$ cat src/rtl/booth_mac_accumulator_pkg.sv
// Shared types and saturation bounds for the Booth multiply-accumulate stage.
package booth_mac_accumulator_pkg;

    // Control part of the S1/S2 stage records; the data fields depend on WIDTH.
    typedef struct packed {
        logic last;
        logic valid;
    } stage_ctl_t;

    function automatic logic signed [63:0] sat_max(input int acc_w);
        return (64'sd1 <<< (acc_w - 1)) - 64'sd1;
    endfunction

    function automatic logic signed [63:0] sat_min(input int acc_w);
        return -(64'sd1 <<< (acc_w - 1));
    endfunction

endpackage

$ cat src/rtl/Multi_Booth_signed_even.sv
// Combinational radix-4 Booth signed multiplier; WIDTH must be even.
module Multi_Booth_signed_even #(
    parameter int WIDTH = 10
) (
    input  logic [WIDTH-1:0]   a,
    input  logic [WIDTH-1:0]   b,
    output logic [2*WIDTH-1:0] p
);

    logic [WIDTH:0]     b_ext;
    logic [2*WIDTH-1:0] a_ext;
    logic [2*WIDTH-1:0] pp;

    assign b_ext = {b, 1'b0};
    assign a_ext = {{WIDTH{a[WIDTH-1]}}, a};

    // Each overlapping bit triplet selects a digit in {-2,-1,0,1,2} times a.
    always_comb begin
        p  = '0;
        pp = '0;
        for (int i = 0; i < WIDTH / 2; i++) begin
            case (b_ext[2*i +: 3])
                3'b001, 3'b010: pp = a_ext;
                3'b011:         pp = a_ext << 1;
                3'b100:         pp = -(a_ext << 1);
                3'b101, 3'b110: pp = -a_ext;
                default:        pp = '0;
            endcase
            p = p + (pp << (2 * i));
        end
    end

endmodule

$ cat src/rtl/booth_mac_accumulator.sv
// Pipelined signed MAC: S1 operands, Booth multiply, S2 product, saturating
// per-frame accumulator with a valid/ready result register.
module booth_mac_accumulator
    import booth_mac_accumulator_pkg::*;
#(
    parameter int WIDTH = 10,
    parameter int ACC_W = 32,
    parameter int CNT_W = 16
) (
    input  logic             clk,
    input  logic             rst,
    input  logic             in_valid,
    output logic             in_ready,
    input  logic [WIDTH-1:0] in_a,
    input  logic [WIDTH-1:0] in_b,
    input  logic             in_last,
    output logic             out_valid,
    input  logic             out_ready,
    output logic [ACC_W-1:0] out_acc,
    output logic [CNT_W-1:0] out_count,
    output logic             out_ovf
);

    localparam logic [ACC_W-1:0] SAT_MAX = ACC_W'(sat_max(ACC_W));
    localparam logic [ACC_W-1:0] SAT_MIN = ACC_W'(sat_min(ACC_W));
    localparam logic [CNT_W-1:0] CNT_MAX = '1;

    stage_ctl_t         s1_ctl, s2_ctl;
    logic [WIDTH-1:0]   s1_a, s1_b;
    logic [2*WIDTH-1:0] prod, s2_prod;
    logic [ACC_W-1:0]   acc, base, acc_nxt;
    logic [ACC_W:0]     sum;
    logic [CNT_W-1:0]   cnt, cnt_nxt;
    logic               ovf, ovf_nxt, clamp, frame_start, stall;

    assign stall    = out_valid & ~out_ready;
    assign in_ready = ~stall & ~rst;

    Multi_Booth_signed_even #(.WIDTH(WIDTH)) u_mult (
        .a (s1_a),
        .b (s1_b),
        .p (prod)
    );

    always_ff @(posedge clk) begin
        if (rst) begin
            s1_ctl <= '0;
            s2_ctl <= '0;
        end else if (!stall) begin
            s1_ctl.valid <= in_valid;
            s1_ctl.last  <= in_last;
            s2_ctl       <= s1_ctl;
        end
    end

    // Data fields need no reset; their valid bits qualify them.
    always_ff @(posedge clk) begin
        if (!stall) begin
            s1_a    <= in_a;
            s1_b    <= in_b;
            s2_prod <= prod;
        end
    end

    // One guard bit: overflow shows up as the top two sum bits disagreeing.
    always_comb begin
        base    = frame_start ? '0 : acc;
        sum     = {base[ACC_W-1], base}
                + {{(ACC_W + 1 - 2*WIDTH){s2_prod[2*WIDTH-1]}}, s2_prod};
        clamp   = sum[ACC_W] ^ sum[ACC_W-1];
        acc_nxt = clamp ? (sum[ACC_W] ? SAT_MIN : SAT_MAX) : sum[ACC_W-1:0];
        cnt_nxt = frame_start ? CNT_W'(1) : ((cnt == CNT_MAX) ? cnt : cnt + 1'b1);
        ovf_nxt = (~frame_start & ovf) | clamp;
    end

    always_ff @(posedge clk) begin
        if (rst) begin
            acc         <= '0;
            cnt         <= '0;
            ovf         <= 1'b0;
            frame_start <= 1'b1;
            out_valid   <= 1'b0;
            out_acc     <= '0;
            out_count   <= '0;
            out_ovf     <= 1'b0;
        end else begin
            if (out_valid && out_ready)
                out_valid <= 1'b0;
            if (s2_ctl.valid && !stall) begin
                acc         <= acc_nxt;
                cnt         <= cnt_nxt;
                ovf         <= ovf_nxt;
                frame_start <= s2_ctl.last;
                if (s2_ctl.last) begin
                    out_acc   <= acc_nxt;
                    out_count <= cnt_nxt;
                    out_ovf   <= ovf_nxt;
                    out_valid <= 1'b1;
                end
            end
        end
    end

endmodule

$ cat config.mk
export PLATFORM = sky130hd
export DESIGN_NAME = booth_mac_accumulator
export DESIGN_NICKNAME = d
export VERILOG_FILES = /design/src/rtl/booth_mac_accumulator_pkg.sv /design/src/rtl/Multi_Booth_signed_even.sv /design/src/rtl/booth_mac_accumulator.sv
export SDC_FILE = /design/constraint.sdc
export NUM_CORES = 1
export LEC_CHECK = 0
export BUFFER_PORTS_ARGS = -buffer_cell sky130_fd_sc_hd__buf_2
export CORE_AREA = 2 2 156 158
export DETAILED_ROUTE_END_ITERATION = 7
export DIE_AREA = 0 0 158 160
export PLACE_DENSITY = 0.78
export SLEW_MARGIN = 20
export SYNTH_ARGS = -nofsm -noshare
export SYNTH_HDL_FRONTEND = slang
export SYNTH_SLANG_ARGS = --single-unit
$ cat constraint.sdc
create_clock -name clk -period 10.9 [get_ports clk]
set_input_delay 0 -clock clk [delete_from_list [all_inputs] [get_ports clk]]
set_output_delay 0 -clock clk [all_outputs]
set_load 0.01 [all_outputs]
# ---- Word level (Yosys, flattened, before mapping)
# Cells that the tools add are included.
dict set report totals {
  regBits 144
  input_bits 25
  output_inout_bits 51
  elab_cells 85
}
dict set report op_classes {
  n_addsub 8
  n_eq_ne 28
  muxes 13
  bitwise_logic 9
  n_reduce_logical 12
}
# operator count
set ops {}
lappend ops {{$mux W32} 3}
lappend ops {{$add A20 B20 Y20} 4}
lappend ops {{$pmux W18 S4} 1}
lappend ops {{$pmux W16 S4} 1}
lappend ops {{$pmux W20 S3} 1}
lappend ops {{$pmux W14 S4} 1}
lappend ops {{$pmux W12 S4} 1}
lappend ops {{$neg A20 Y20} 2}
lappend ops {{$eq A3 B3 Y1 const B} 12}
lappend ops {{$add A32 B20 Y33} 1}
lappend ops {{$mux W16} 2}
lappend ops {{$eq A3 B2 Y1 const B} 8}
lappend ops {{$add A16 B1 Y16 const B} 1}
lappend ops {{$eq A16 B16 Y1 const B} 1}
lappend ops {{$reduce_or A2 Y1} 8}
lappend ops {{$eq A3 B1 Y1 const B} 4}
lappend ops {{$eq A2 B2 Y1 const B} 2}
lappend ops {{$not A1 Y1} 4}
lappend ops {{$and A1 B1 Y1} 3}
lappend ops {{$mux W1} 3}
lappend ops {{$eq A2 B1 Y1 const B} 1}
lappend ops {{$logic_and A1 B1 Y1} 2}
lappend ops {{$reduce_and A2 Y1} 1}
lappend ops {{$logic_not A1 Y1} 1}
lappend ops {{other kinds (2)} 2}

# ---- Depth between registers and ports, before layout
# Gate-level depths: netlist (run 1).
dict set report depth {
  depth_word 7
  ltp_mapped 26
  mapped_depth_nobuf 23
}

# ---- Cells and area by module
# Synthesis (run 1) repeated with hierarchy kept, for this count alone.
dict set report hier_totals {
  cells_unflattened 1513
  hier_area_um2 12152.9
}
# module instances cells_each area_each_um2 seq_area_each_um2
set by_module_without_submodules {}
lappend by_module_without_submodules {booth_mac_accumulator 1 871 7739.9 3283.1}
lappend by_module_without_submodules {Multi_Booth_signed_even 1 642 4413.0 0.0}

# ---- Worst setup path after synthesis (run 1)
# No wires, ideal clock.
dict set report synth_timing {
  path_kind {register to register}
  startpoint {reg s1_a[0]}
  endpoint {reg s2_prod[18] (data pin)}
  setup_ps 271
  arrival_ps 5375
  path_slack_ps 5255
  path_stages_with_launch 26
  n_path_buf 3
  synth_period_minus_slack_ps 5645
  cell_sequence {edfxtp_1 -> clkbuf_1 -> inv_1 -> ha_1 -> buf_4 -> nor3b_2 -> nand2_1 -> or3_1 -> clkbuf_1 -> xnor2_1 -> nor2_1 -> a21oi_1 -> o22ai_1 -> nand2_1 -> o21ai_0 -> fa_1 -> fa_1 -> inv_1 -> fa_1 -> inv_1 -> ha_1 -> and3_1 -> a21oi_1 -> o21ai_0 -> o211ai_1 -> o211ai_1}
}
dict set report synth_between {
  elab_chain_cells 6
  elab_cells_between_ends 11
  classes_between {add/sub (6); mux (5)}
}
# item line
set synth_lines {}
lappend synth_lines {{from (decl)} booth_mac_accumulator.sv:29} ;# logic [WIDTH-1:0] s1_a, s1_b;
lappend synth_lines {{from (signal assigned)} booth_mac_accumulator.sv:59} ;# s1_a <= in_a;
lappend synth_lines {{$neg A20 Y20 (on tied branches)} {Multi_Booth_signed_even.sv:26, Multi_Booth_signed_even.sv:25}}
lappend synth_lines {{$pmux W18 S4 or $pmux W20 S3 (tied branches)} Multi_Booth_signed_even.sv:22} ;# case (b_ext[2*i +: 3])
lappend synth_lines {{$add A20 B20 Y20 (3 in a row)} Multi_Booth_signed_even.sv:29} ;# p = p + (pp << (2 * i));
lappend synth_lines {{$add A20 B20 Y20 (*)} Multi_Booth_signed_even.sv:29}
lappend synth_lines {{net prod[18]} booth_mac_accumulator.sv:30} ;# logic [2*WIDTH-1:0] prod, s2_prod;
lappend synth_lines {{to (signal assigned)} booth_mac_accumulator.sv:61} ;# s2_prod <= prod;
lappend synth_lines {{to (decl)} booth_mac_accumulator.sv:30}
# The timed path passes the listed nets; every way through them passes the cells marked *.
# A chain may end at the register's enable or synchronous reset.

# ---- Worst setup path after layout (run 1)
dict set report layout_timing {
  startpoint {reg s1_a[0]}
  endpoint {reg s2_prod[19] (data pin)}
}
# The elaborated chain is that of the path after synthesis.

==> impl_results.md, run 1 <==
- # IOs: 76
- DRT antenna net count: 0
- Final Total Pwr: 2.46 mW
- Die Wd: 158 um
- Post-layout instance count excluding filler cells: 1836
- Core area: 23800 um2
- Setup TNS: 0 ps
- Main synth FF type: dfxtp_1
- Largest family of logic cells by synthesized area: compound AO/OA/AOI/OAI gates
- Final Hold Viols: 0
- Register area share after synthesis: 28.1%
- Status: finished clean
- Ranking of synthesized cells by area: dfxtp_1, edfxtp_1, fa_1
- TritonCTS Buffers: 17
- Max-slew violations: 0
- Input/output buffers: 75
- F_max: 154 MHz
- Time the worst path needs with I/O delays and setup: 6480 ps
- Hold_buf cts: 26
- Via density: 5.91
- MaxCap Viol Count: 0
- CTS sink count: 144
- H-tree depth: 4
- Die Area: 25300 um2
- Number of synthesized flops with an enable pin: 40
- Initial antenna violation count: 0
- Crit Path Class: flop to flop
- LEAKAGE: 5.27 nW
- Root buf cell: clkbuf_16
- Met3 GRT Util: 4.64%
- Synth Area in Compound Gates: 24.4%
- Simple-gate area share of the yosys netlist: 20.9%
- Clock slew at reported path FFs: 70 ps
- Commonest non-fill, non-tap cell in the layout: nand2_1
- Type of origin of the critical path: flop
- WL final: 31.5 mm
- Final setup fails: 0
- Final Cycle Share: 59.5%
- Synth Area in Adders: 13.5%
- Commonest non-fill, non-tap cells in the layout: nand2_1, nor2_1, a21oi_1
- GRT Util Overall: 25.1%
- Vias in the first global route: 10108
- CP arrival: 6660 ps
- Post-synthesis cell count: 1465
- Synthesized area: 11700 um2
- Share of layout cells above drive strength 1: 10.8%
- DR iter-0 viols: 1021
- Synth warn: 0
- N_diodes: 0
- Post-synth top area share: 17.8%
- Peak supply drop: 131 uV
- First-pass GRT wire length: 51.0 mm
- Cell Count Post-Placement: 1778
- CP Max Fanout: 12
- Met2 GRT Util: 41.9%
- Row Count: 57
- Synth area leader: dfxtp_1
- Area growth from synthesis to layout: 11.2%
- Chip height: 160 um
- Mapped Avg Cell Area: 7.98 um2
- Mapped Nets: 1588
- CTS tree: built
- Dpl hpwl: 22.4 mm
- Post-Place Setup Slack: 4570 ps
- Post-CTS Setup Bufs: 0
- Initial Util: 49.1%
- Drt pass-1 iters: 7
- Fill cell count: 2232
- Max transition margin: 30.4%
- Req. time, crit path: 11080 ps
- Xor/xnor share of the synthesized area: 6.00%
- Largest net degree at the start of global routing: 64
- GRT busiest layer: met2
- GR Util met1: 31.9%
- Worst Tran Pin Value: 1040 ps
- Routability congestion estimate: 0.981
- PwrDens: 189 nW/um2
- Routed len/inst: 17.2 um
- Crit. End Element: flop
- Post_cts resized: 0
- WHS: 265 ps
- R2R setup slack: 4420 ps
- Total number of vias: 10856
- Post-synth ARST share: 0%
- Multiplexer share of the synthesized area: 1.48%
- DRC viols: 0
- RSZ-0062 raised after global routing: no
- Nets: 1622
- Worst-Skew Late Latency: 440 ps
- Grt total ovfl: 0
- Worst Skew: 18.7 ps
- Synth Register Bits: 144
- Final worst slack: 4420 ps
- Clock buffer depth: 2
- Yosys cell types: 90
- Hold Path Class: input port to flop
-- through the flow --
stage	area [um2]	utilization, %
after floorplan	11700	-
after global placement	12200	51.0
after detailed placement	12200	51.0
after CTS	13000	54.5
after global routing	13000	54.5
final	13000	54.5
-- Yosys cell counts (7+ instances only) --
master	count
nand2_1	180
nor2_1	146
a21oi_1	123
dfxtp_1	104
o21ai_0	91
clkbuf_1	73
inv_1	63
ha_1	57
xnor2_1	55
fa_1	41
nor2b_1	41
edfxtp_1	40
o21ai_1	36
a211oi_1	32
nand3_1	27
xor2_1	25
nor3_1	23
a21o_1	19
a22oi_1	15
mux2i_1	15
buf_2	14
a221oi_1	13
nand2b_1	12
and3_1	11
nand3b_1	11
o211ai_1	11
nand4_1	10
o21a_1	10
a31oi_1	9
o21bai_1	9
and2_1	8
buf_1	8
or3_1	8
a21oi_2	7
o22ai_1	7
-- where the power goes --
part / switching [mW] / internal (mW)
clock network: 0.272 / 0.310
logic: 0.710 / 0.475
registers: 0.0504 / 0.642
-- layer usage --
metal	share of wire (%)	vias up
met5	0	-
met4	3.8	0
met1	42	5051
li1	-	5252
met2	48	464
met3	6.7	89
-- cells by family (layout without fill, tap and decap cells) --
family	after synthesis	count (layout)
buf+inv	166	213
compound gates	443	443
mux	17	17
simple gates	513	513
fa+ha+maj	102	102
flops	144	144
xor+xnor	80	80
-- registers in the layout, indices dropped and copies added, names as in the netlist --
name / cells
acc: 32
s1_ctl: 2
cnt: 16
s2_ctl: 2
s1_b: 10
out_acc: 32
frame_start: 1
ovf: 1
out_count: 16
out_ovf: 1
s2_prod: 20
s1_a: 10
out_valid: 1
-- worst paths after layout --
| kind | from | to | depth (start not counted) |
|---|---|---|---|
| worst min-delay path | in_b[1] | s1_b[1] | 2 |
| worst min register to register | acc[19] | acc[19] | 2 |
| worst max register to register | s1_a[0] | s2_prod[19] | 22 |
| worst max-delay path | s1_a[0] | s2_prod[19] | 22 |
-- cell type report --
type	instances	area [um2]	share of cell area, %
repair buffers	115	741	5.70
clock buffers	18	439	3.38
clock inverters	14	138	1.06
multi-input cells	1155	7740	59.6
well taps	324	405	3.12
inverters	66	248	1.91
flip-flops and latches	144	3280	25.3
-- critical path: stages, from the launching register on --
cell and delay, ps:
edfxtp_1 570, inv_1 170, ha_1 360, nor3b_2 410, nand2_1 270, or3_1 500, xnor2_1 390, nor2_1 70
a21oi_1 120, o22ai_1 90, nand2_1 90, o21ai_0 110, fa_1 510, fa_1 540, inv_1 50, fa_1 520
inv_1 40, ha_1 370, and3_1 190, o311ai_0 200, a31oi_1 320, a31oi_1 160, xnor2_1 150
No activity file was read; power rests on OpenSTA's default activity.
==> run 2, diff against run 1 <==
Clock period 10.9 ns to 6.1 ns, I/O delays scaled along.
==> run 2 against run 1 <==
Compared with the run above:
- clock skew down 4.0 ps
- power up 81%
- largest power group unchanged
- critical path type unchanged
- final cell count up 1.3%
- routed wire length up 3.3%
==> impl_results.md, run 2 (synthesis results as in run 1) <==
- Status: finished clean
- Vias in the first global route: 10400 (+2.9%)
- Placed cell areas: 12300 um2 (+1.5%)
- Design area: 13200 um2 (+1.6%)
- GRT Util Overall: 26.4% (+1.3 points)
- Final Total Pwr: 4.44 mW (+81%)
- Slowest stage delay, CP: 570 ps (about the same)
- Drt pass-1 iters: 5 (-2)
- Commonest non-fill, non-tap cell in the layout: nand2_1
- Worst Tran Pin Value: 972 ps (-71.8 ps)
- Max-slew violations: 0 (unchanged)
- Fill cell count: 2183 (-2.2%)
- Worst-Skew Late Latency: 430 ps (about the same)
- Root buf cell: clkbuf_16
- MaxCap Viol Count: 0 (unchanged)
- Share of layout cells above drive strength 1: 12.4% (+1.5 points)
- Die Wd: 158 um (unchanged)
- Initial Util: 49.1% (unchanged)
- First-pass GRT wire length: 53.4 mm (+4.7%)
- Setup TNS: 0 ps (unchanged)
- Nets: 1646 (+1.5%)
- Core area: 23800 um2 (unchanged)
- N_diodes: 0 (unchanged)
- Crit Path Class: flop to flop
- Time the worst path needs with I/O delays and setup: 5720 ps (-763 ps)
- Via density: 5.92 (+0.16%)
- Max transition margin: 35.1% (+4.7 points)
- Clock slew at reported path FFs: 70 ps (about the same)
- Critical-path top delay cell: fa_1
- Grt total ovfl: 0 (unchanged)
- Total number of vias: 11015 (+1.5%)
- Chip height: 160 um (unchanged)
- LEAKAGE: 5.41 nW (+2.6%)
- CP arrival: 5880 ps (-780 ps)
- Dpl hpwl: 23.7 mm (+5.7%)
- Critical Path, Cell by Cell: inv_1 > ha_1 > nor3b_2 > nand2_1 > or3_1 > xnor2_2 > nor2_1 > a21oi_1 > o22ai_1 > nand2_1 > o21ai_0 > fa_1 > fa_1 > inv_1 > fa_1 > inv_1 > ha_1 > and3_1 > a21oi_1 > o21ai_0 > o211ai_1 > o211ai_1
- DR iter-0 viols: 926 (-9.3%)
- Final setup fails: 0 (unchanged)
- Worst Skew: 14.8 ps (-3.96 ps)
- Commonest non-fill, non-tap cells in the layout: nand2_1, nor2_1, a21oi_1
- WP buf/inv: 3 (unchanged)
- RSZ-0062 raised after global routing: no
- CP Max Fanout: 9 (-3)
- CTS sink count: 144 (unchanged)
- Crit-path leading delay family: adder cells
- Req. time, crit path: 6260 ps (-4820 ps)
- # IOs: 76 (unchanged)
- Clock buffer depth: 2 (unchanged)
- Peak supply drop: 217 uV (+65%)
- Crit. End Element: flop
- F_max: 175 MHz (+13%)
- WHS: 238 ps (-27.8 ps)
- Final Hold Viols: 0 (unchanged)
- DRT antenna net count: 0 (unchanged)
- PwrDens: 337 nW/um2 (+78%)
- Largest net degree at the start of global routing: 82 (+28%)
- Die Area: 25300 um2 (unchanged)
- Row Count: 57 (unchanged)
- TritonCTS Buffers: 17 (unchanged)
- Area growth from synthesis to layout: 12.9%
- Routed len/inst: 17.5 um (+2.0%)
- Routability congestion estimate: 0.931 (-5.1%)
- DRC viols: 0 (unchanged)
- Input/output buffers: 75 (unchanged)
- H-tree depth: 4 (unchanged)
- Type of origin of the critical path: flop
- Initial antenna violation count: 0 (unchanged)
- Final Cycle Share: 93.7% (+34 points)
- CTS tree: built
- WL final: 32.6 mm (+3.3%)
- Hold Path Class: input port to flop
- Largest registers: acc (32), out_acc (32), s2_prod (20)
[run 2: area by class of cell]
| class | count | area, um2 | share of cell area, % |
|---|---|---|---|
| Multi-Input combinational cell | 1155 | 7740 | 58.7 |
| Sequential cell | 144 | 3280 | 24.9 |
| Timing Repair Buffer | 139 | 918 | 6.96 |
| Clock buffer | 17 | 425 | 3.22 |
| Tap cell | 324 | 405 | 3.07 |
| Inverter | 66 | 248 | 1.88 |
| Clock inverter | 15 | 168 | 1.27 |
[run 2: path summary, 6_finish.rpt]
kind	from	end	slack, ps	depth (start not counted)
min	rst	cnt[9]	240	3
min reg2reg	out_acc[6]	out_acc[6]	450	2
max	s1_a[1]	s2_prod[18]	380	22
max reg2reg	s1_a[1]	s2_prod[18]	380	22
[run 2: metrics by stage]
stage | setup WS, ps | util, % | instances
2_1_floorplan | 455 | - | 1465
3_3_place_gp | 524 | 51.8 | 1803
5_1_grt | 25.7 | 55.4 | 1860
3_5_place_dp | 379 | 51.8 | 1803
4_1_cts | 357 | 55.4 | 1860
6_report | 381 | 55.4 | 1860
[run 2: worst min-delay path, cell delays in order]
cell	delay, ps
buf_2	90
buf_4	350
nor2_1	170
[run 2: metal layers]
metal | vias up | global-route usage (%) | routed length (um)
met5 | - | 0 | 0
met1 | 5198 | 33.5 | 13600
met2 | 425 | 44.6 | 15700
met3 | 93 | 4.18 | 1910
li1 | 5299 | - | -
met4 | 0 | 10.5 | 1340
[run 2: report_power, final]
group,leakage (nW),internal (mW),total [mW],switching (mW)
Sequential,1.27,1.15,1.23,0.0860
Clock,0.296,0.584,1.07,0.484
Combinational,3.84,0.862,2.14,1.28
Total,5.41,2.59,4.44,1.85
[run 2: timing repair]
item                                   CTS  global route
resized for setup                        0             2
buffers inserted                         0             0
endpoints found under the hold margin   24             0
setup endpoints to repair                0             3
hold buffers                            25             0
==> run 3, diff against run 2 <==
Clock period 6.1 ns to 5.7 ns, I/O delays scaled along.
==> run 3 against run 2 <==
Compared with the run above:
- combinational power is 8% higher
- sequential share of layout area shrank 0.38 points
- clock power is 14% higher
- via count about the same
- clock-buffer cell count is 1 higher
- power up 9.0%
- core utilization grew 0.87 points
- register-to-register slack worse by 90 ps
==> impl_results.md, run 3 (synthesis results as in run 1) <==
- CTS sink count: 144 (unchanged)
- Time the worst path needs with I/O delays and setup: 5410 ps (-312 ps)
- Clock Power Share: 25.2% (+1.2 points)
- Crit Path Class: flop to flop
- CTS tree: built
- Final worst slack: 293 ps (-88.4 ps)
- Worst Skew: 19.0 ps (+4.20 ps)
- Worst-Skew Late Latency: 430 ps (about the same)
- N_diodes: 0 (unchanged)
- Max-slew violations: 0 (unchanged)
- Reg2Reg Capture Point: s2_prod[19]
- # IOs: 76 (unchanged)
- Worst Tran Pin Value: 1010 ps (+34.1 ps)
- Comb pwr share: 47.8% (-0.4 points)
- Cell count of the worst reg-to-reg path: 18 (-18%)
- Crit. End Element: flop
- Type of origin of the critical path: flop
- Via density: 5.87 (-0.89%)
- Hold endpoint: acc[15]
- Post-Place Setup Slack: 9.29 ps (-370 ps)
- PwrDens: 361 nW/um2 (+7.4%)
- WL final: 32.5 mm (-0.15%)
- LEAKAGE: 5.52 nW (+2.0%)
- Final setup fails: 0 (unchanged)
- Commonest non-fill, non-tap cell in the layout: nand2_1
- Commonest non-fill, non-tap cells in the layout: nand2_1, nor2_1, a21oi_1
- R2R setup slack: 290 ps (-90 ps)
- Area growth from synthesis to layout: 14.7%
- Input/output buffers: 75 (unchanged)
- Routed len/inst: 17.3 um (-0.95%)
- Switching pwr: 1.97 mW (+6.7%)
- Peak supply drop: 251 uV (+16%)
- Hold path startpoint: rst
- Row Count: 57 (unchanged)
- Largest net degree at the start of global routing: 58 (-29%)
- Grt total ovfl: 0 (unchanged)
- Final Cycle Share: 94.9% (+1.1 points)
- Initial Util: 49.1% (unchanged)
- Sequential share of power: 27.1% (-0.7 points)
- GRT Util Overall: 26.2% (-0.15 points)
- Chip height: 160 um (unchanged)
- CP arrival: 5590 ps (-290 ps)
- Clock slew at reported path FFs: 80 ps (about the same)
- H-tree depth: 4 (unchanged)
- Final Total Pwr: 4.84 mW (+9.0%)
- F_max: 185 MHz (+5.8%)
- WHS: 51.3 ps (-186 ps)
- P_int: 2.87 mW (+11%)
- Sw Ratio: 40.8% (-0.87 points)
- Status: finished clean
- Routability congestion estimate: 0.971 (+4.3%)
- Total number of vias: 11005 (-0.091%)
- Die Area: 25300 um2 (unchanged)
- Core area: 23800 um2 (unchanged)
- DR iter-0 viols: 1067 (+15%)
- R2r startpoint: s1_a[1]
- CP Max Fanout: 13 (+4)
- Vias in the first global route: 10398 (-0.019%)
- Nets: 1661 (+0.91%)
- Root buf cell: clkbuf_16
- Fill cell count: 2186 (+0.14%)
- Hold Path Class: input port to flop
- Die Wd: 158 um (unchanged)
- Drt pass-1 iters: 6 (+1)
- Largest registers: acc (32), out_acc (32), s2_prod (20)
- DRT antenna net count: 0 (unchanged)
- MaxCap Viol Count: 0 (unchanged)
- Initial antenna violation count: 0 (unchanged)
- First-pass GRT wire length: 52.9 mm (-0.91%)
- Hold depth: 2 (-1)
- Req. time, crit path: 5880 ps (-380 ps)
- Max transition margin: 32.9% (-2.2 points)
- Clock buffer depth: 2 (unchanged)
- Share of layout cells above drive strength 1: 13.7% (+1.3 points)
- Dpl hpwl: 23.8 mm (+0.36%)
- Final Hold Viols: 0 (unchanged)
- DRC viols: 0 (unchanged)
- TritonCTS Buffers: 17 (unchanged)
## run 3: cell types whose count changed in the layout (fill, tap and decap cells not counted), sizes merged
cell and delta:
clkinv -2, bufinv +1, buf +15, clkbuf +1
## run 3: routing by layer
metal	track usage (%)	wire (um)
met4	11.6	1430
met3	4.34	2030
met2	43.8	15700
met5	0	0
met1	33.2	13400
## run 3: how the worst max path moves through the flow
stage	from	to	slack, ps	depth (start not counted)
detailed placement	s1_a[1]	s2_prod[19]	9	19
global placement	s1_a[1]	s2_prod[19]	190	19
global route	s1_a[1]	s2_prod[19]	-9	18
finish	s1_a[1]	s2_prod[19]	290	18
floorplan	s1_a[0]	s2_prod[18]	50	25
CTS	s1_a[1]	s2_prod[19]	120	19
## run 3: what timing repair did
action                                 in CTS  in global routing
endpoints found under the hold margin      24                  0
gates resized for setup                     1                 11
hold buffers                               25                  0
pin swaps                                   0                  2
setup endpoints to repair                   1                  6
setup buffers                               0                  1
## run 3: power by group through the flow
stage	registers (mW)	clock network [mW]	logic, mW
2_1_floorplan	1.29	0	1.78
3_3_place_gp	1.33	0	2.17
3_5_place_dp	1.33	0	2.23
4_1_cts	1.31	1.23	2.26
5_1_grt	1.32	1.27	2.60
6_report	1.31	1.22	2.31
## run 3: through the flow
step	util, %	area [um2]	instances	setup TNS [ps]
2_1_floorplan	-	11700	1465	0
3_3_place_gp	52.3	12400	1817	0
3_5_place_dp	52.3	12400	1817	0
4_1_cts	56.0	13300	1874	0
5_1_grt	56.3	13400	1875	-10.5
6_report	56.3	13400	1875	0
## run 3: final cells by class
type | instances | area, um2 | area share (%)
inverters | 66 | 248 | 1.85
flip-flops and latches | 144 | 3280 | 24.5
well taps | 324 | 405 | 3.03
clock buffers | 18 | 450 | 3.36
repair buffers | 154 | 1030 | 7.69
multi-input cells | 1155 | 7790 | 58.2
clock inverters | 14 | 186 | 1.39
## run 3: worst max-delay path: stages, from the launching register on
cell and delay, ps:
edfxtp_1 420, buf_4 180, nor4_4 270, buf_4 180, a41o_1 460, nor2_1 80, o311ai_1 480, nand2_1 200
fa_1 490, fa_1 540, inv_1 50, fa_1 530, inv_1 40, ha_1 350, and3_1 190, o311ai_2 130
a31oi_2 260, a31oi_1 140, xnor2_1 150
